--- config.mk ---
export PLATFORM = sky130hd
export DESIGN_NAME = bin_to_bcd_display
export DESIGN_NICKNAME = d
export VERILOG_FILES = /design/src/rtl/bin_to_bcd_display.sv
export SDC_FILE = /design/constraint.sdc
export NUM_CORES = 1
export LEC_CHECK = 0
export ABC_AREA = 1
export BUFFER_PORTS_ARGS = -buffer_cell sky130_fd_sc_hd__buf_2
export CAP_MARGIN = 0
export CORE_MARGIN = 1
export CORE_UTILIZATION = 40
export CTS_BUF_LIST = sky130_fd_sc_hd__clkbuf_4
export DETAILED_ROUTE_END_ITERATION = 10
export SETUP_SLACK_MARGIN = 0.1
export SYNTH_ARGS = -nofsm -noshare
export SYNTH_HDL_FRONTEND = slang
export SYNTH_SLANG_ARGS = --single-unit
--- constraint.sdc ---
create_clock -name clk -period 1.3 [get_ports clk]
set_input_delay 0.13 -clock clk [delete_from_list [all_inputs] [get_ports clk]]
set_output_delay 0.13 -clock clk [all_outputs]
set_load 0.005 [all_outputs]
--- src/rtl/bin_to_bcd_display.sv ---
// Sequential 8-bit binary to four-digit display-code converter (double-dabble).
// Emits BCD digits with blanked leading zeros and a minus sign next to the leading digit.
module bin_to_bcd_display (
  input  logic       clk,
  input  logic       reset,
  input  logic       start,
  input  logic       signed_mode,
  input  logic [7:0] value,
  output logic       busy,
  output logic       done,
  output logic [3:0] dig3,
  output logic [3:0] dig2,
  output logic [3:0] dig1,
  output logic [3:0] dig0
);

  localparam logic [3:0] MINUS_CODE = 4'b1111;
  localparam logic [3:0] BLANK_CODE = 4'b1110;

  typedef enum logic [1:0] {
    IDLE,
    SHIFT,
    FORMAT
  } state_e;

  state_e      state_q, state_d;
  logic [7:0]  mag_q,   mag_d;
  logic [11:0] bcd_q,   bcd_d;
  logic [2:0]  cnt_q,   cnt_d;
  logic        neg_q,   neg_d;
  logic        busy_q,  busy_d;
  logic        done_q,  done_d;
  logic [3:0]  dig3_q,  dig3_d;
  logic [3:0]  dig2_q,  dig2_d;
  logic [3:0]  dig1_q,  dig1_d;
  logic [3:0]  dig0_q,  dig0_d;

  logic [11:0] bcd_adj;
  logic [3:0]  hun, ten, one;

  function automatic logic [3:0] add3(input logic [3:0] n);
    return (n >= 4'd5) ? n + 4'd3 : n;
  endfunction

  assign hun = bcd_q[11:8];
  assign ten = bcd_q[7:4];
  assign one = bcd_q[3:0];
  assign bcd_adj = {add3(hun), add3(ten), add3(one)};

  // NOTE: every variable gets a default first so no path leaves one unassigned (no latches).
  always_comb begin
    state_d = state_q;
    mag_d   = mag_q;
    bcd_d   = bcd_q;
    cnt_d   = cnt_q;
    neg_d   = neg_q;
    busy_d  = busy_q;
    done_d  = 1'b0;
    dig3_d  = dig3_q;
    dig2_d  = dig2_q;
    dig1_d  = dig1_q;
    dig0_d  = dig0_q;

    unique case (state_q)
      IDLE: begin
        if (start) begin
          neg_d   = signed_mode & value[7];
          mag_d   = (signed_mode & value[7]) ? (~value + 8'd1) : value;
          bcd_d   = '0;
          cnt_d   = '0;
          busy_d  = 1'b1;
          state_d = SHIFT;
        end
      end

      SHIFT: begin
        {bcd_d, mag_d} = {bcd_adj[10:0], mag_q, 1'b0};
        cnt_d = cnt_q + 3'd1;
        if (cnt_q == 3'd7) state_d = FORMAT;
      end

      FORMAT: begin
        dig0_d = one;
        dig1_d = (hun != 4'd0 || ten != 4'd0) ? ten : BLANK_CODE;
        dig2_d = (hun != 4'd0) ? hun : BLANK_CODE;
        dig3_d = BLANK_CODE;
        // The sign takes the first blank position left of the leading digit.
        if (neg_q) begin
          if (hun != 4'd0)      dig3_d = MINUS_CODE;
          else if (ten != 4'd0) dig2_d = MINUS_CODE;
          else                  dig1_d = MINUS_CODE;
        end
        done_d  = 1'b1;
        busy_d  = 1'b0;
        state_d = IDLE;
      end

      default: state_d = IDLE;
    endcase
  end

  // NOTE: sequential state uses non-blocking assignments so all flops update together.
  always_ff @(posedge clk) begin
    if (reset) begin
      state_q <= IDLE;
      mag_q   <= '0;
      bcd_q   <= '0;
      cnt_q   <= '0;
      neg_q   <= 1'b0;
      busy_q  <= 1'b0;
      done_q  <= 1'b0;
      dig3_q  <= BLANK_CODE;
      dig2_q  <= BLANK_CODE;
      dig1_q  <= BLANK_CODE;
      dig0_q  <= 4'd0;
    end else begin
      state_q <= state_d;
      mag_q   <= mag_d;
      bcd_q   <= bcd_d;
      cnt_q   <= cnt_d;
      neg_q   <= neg_d;
      busy_q  <= busy_d;
      done_q  <= done_d;
      dig3_q  <= dig3_d;
      dig2_q  <= dig2_d;
      dig1_q  <= dig1_d;
      dig0_q  <= dig0_d;
    end
  end

  assign busy = busy_q;
  assign done = done_q;
  assign dig3 = dig3_q;
  assign dig2 = dig2_q;
  assign dig1 = dig1_q;
  assign dig0 = dig0_q;

endmodule
==> metrics.csv <==
stage;metric;value;unit
timing;setup_viol;0;
finish;multi_input_area;0.00113;sq mm
die;die_h;72.4;microns
clock_tree;clock_latency;0.34;ns
worst_setup_path;critical_path_class;flip-flop to flip-flop;
timing;period_share;90.4;%
finish;fillerInstances;476;
global_route;overflow;0;
clock_tree;cts_sinks;41;
routing;drc;0;
finish;synthToLayoutAreaGrowth;28.7;%
timing;fmax;0.851;GHz
timing;skew;0.0134;ns
worst_setup_path;critPathCaptureType;flip-flop;
clock_tree;root_buffer;clkbuf_4;
clock_tree;cts_max_path_buffers;2;
worst_setup_path;path_cells;inv_4 > ha_1 > inv_1 > nand2_2 > nand2_2 > nand2_4 > nand2_2 > nand3_1 > a21oi_1;
worst_setup_path;crit_top_cell;nand2_2;
run;cap_violations;0;
die;io_pins;30;
clock_tree;numCtsBuffers;5;
place;placedInstanceArea;0.00223;sq mm
synthesis;ys_seq_area_share;41.4;%
worst_setup_path;cp_max_fo;4;
synthesis;netlist_area;0.00198;sq mm
run_status;status;completed;
place;io_buffer_count;26;
power_and_ir_drop;ir_worst_vdd;369;uV
finish;layout.nets;337;
global_route;grt_usage;16.4;%
timing;grt_setup_unrepaired;yes;
die;core_area;0.00475;sq mm
synthesis;syn_inst;271;
synthesis;synth_cell_types;25;
routing;wirelength;4320;microns
global_route;grt_max_degree;22;
finish;diodes;0;
global_route;grt_pass1_wl;6870;microns
timing;finalWorstSetupSlack;0.125;ns
worst_setup_path;max_stage_delay;0.38;ns
synthesis;yosys_warnings;0;
die;start_util;41.7;%
finish;mostFrequentLayoutCells;nand2_1 (49), dfxtp_1 (35), a21oi_1 (26), buf_2 (26), nor2_1 (21);
routing;routedWlPerCell;11.2;microns
worst_setup_path;crit_required;1.58;ns
place;gp_congestion;0.862;
clock_tree;clk_pin_slew;0.12;ns
routing;num_vias;1862;
worst_setup_path;start_kind;flip-flop;
timing;final_hold_viol_count;0;
die;rows;25;
synthesis;synth_seq_cells;41;
timing;fin_crit;1.18;ns
routing;postRouteAntennaNets;0;
timing;slew_violations;0;
power_and_ir_drop;p_leak;1.14;nW
worst_setup_path;cp_top_family;flip-flops;
finish;regArea;831;sq um
place;hpwl;2910;microns
worst_setup_path;startpoint;bcd_q[5]$_SDFFE_PP0P_;
place;post-place-ws;0.0250;ns
timing;tns;0;ns
power_and_ir_drop;pwr_density_cell;919;mW/mm^2
worst_setup_path;path_buf_inv;2;
die;die_width;72.4;microns
worst_setup_path;r2r-start;bcd_q[5]$_SDFFE_PP0P_;
finish;design_area;0.00255;sq mm
global_route;antenna_found_initial;0;
synthesis;synth_area_per_cell;7.32;sq um
routing;firstDrtPassIters;4;
min_path;hold_path_class;input pin to flip-flop;
routing;vias_per_cell;4.85;
clock_tree;h-tree-depth;2;
die;dieArea;0.00525;sq mm
clock_tree;cts_tree;yes;
worst_setup_path;worstPathArrival;1.46;ns
finish;drive_gt1_share;32.5;%
global_route;grt_pass1_vias;1588;
min_path;worstHoldStart;value[0];
worst_setup_path;cp_slowest_cell;dfxtp_2;
finish;layout_commonest_cell;nand2_1;
routing;drt_iter0_drc;125;
[flip-flops by register name (all words and copies together) (netlist names)]
register	flops
done	1
dig3	1
neg_q	1
busy	1
dig2	4
mag_q	8
state_q	2
dig1	4
cnt_q	3
dig0	4
bcd_q	12
[through the flow]
step	total power [mW]	instances	utilization (%)	hold WS [ns]
global route	2.47	384	53.7	0.0141
CTS	2.38	375	49.8	0.0178
finish	2.35	384	53.7	0.0404
floorplan	1.48	273	-	0.274
global placement	1.55	365	46.9	0.395
detailed placement	1.55	365	46.9	0.405
[area by class of cell]
type,instances,area share [%]
repair buffers,46,11.8
clock buffers,6,1.76
multi-input cells,189,44.2
flip-flops and latches,41,32.5
inverters,33,5.14
clock inverters,2,1.32
well taps,67,3.28
[worst register-to-register path: stages (launching register included)]
cell and delay, ns:
dfxtp_2 0.38, inv_4 0.05, ha_1 0.17, inv_1 0.06
nand2_2 0.05, nand2_2 0.07, nand2_4 0.07, nand2_2 0.07
nand3_1 0.07, a21oi_1 0.13
[path summary, 6_finish.rpt]
path | to | slack (ns) | cells past startpoint
setup / recovery | bcd_q[6]$_SDFFE_PP0P_ | 0.12 | 9
hold / removal | mag_q[0]$_SDFFE_PP0P_ | 0.04 | 3
setup reg to reg | bcd_q[6]$_SDFFE_PP0P_ | 0.12 | 9
hold reg to reg | dig3[0]$_SDFFE_PP0P_ | 0.46 | 2
[power breakdown]
group,internal [mW],leakage (nW),switching (mW),total [mW]
clock network,0.422,0.0433,0.400,0.822
logic,0.0844,0.764,0.137,0.221
registers,1.28,0.336,0.0200,1.30
total,1.79,1.14,0.557,2.35
[layer usage]
metal	global-route usage [%]	up-vias	wire [microns]
met1	22.0	834	2120
met5	0	-	0
met4	5.66	0	34
li1	-	984	-
met3	3.75	4	146
met2	25.8	40	2020
[Yosys cell counts]
library cell | number | area share (%)
nand2_1 | 62 | 12
buf_4 | 5 | 1.9
nor2_1 | 22 | 4.2
clkbuf_1 | 1 | 0.19
nand3_1 | 22 | 5.5
a22oi_1 | 6 | 2.3
o21ai_1 | 6 | 1.5
buf_2 | 3 | 0.76
nor3_1 | 1 | 0.25
inv_1 | 29 | 5.5
conb_1 | 1 | 0.19
nand2_2 | 1 | 0.32
a21o_1 | 2 | 0.76
o21ai_0 | 6 | 1.5
nand4_1 | 6 | 1.9
a31oi_1 | 6 | 1.9
o211ai_1 | 6 | 2.3
inv_2 | 4 | 0.76
o21ai_2 | 1 | 0.44
nor2_4 | 2 | 1.1
nor2_8 | 1 | 1.0
ha_1 | 9 | 5.7
dfxtp_1 | 41 | 41
buf_1 | 1 | 0.19
a21oi_1 | 27 | 6.8
[cell families after synthesis]
family	Yosys count	synth area share [%]
compound gates	60	17.5
fa+ha+maj	9	5.67
buf+inv	43	9.27
flops	41	41.4
other cells	1	0.189
simple gates	117	26.0
[what timing repair did]
| item | CTS | global route |
|---|---|---|
| pin swaps | 2 | 12 |
| hold buffers | 0 | 0 |
| endpoints found under the hold margin | 0 | 0 |
| endpoints found under the setup margin | 13 | 22 |
| gates resized for setup | 18 | 38 |
| setup buffers | 2 | 9 |
(Power assumes the default switching activity.)
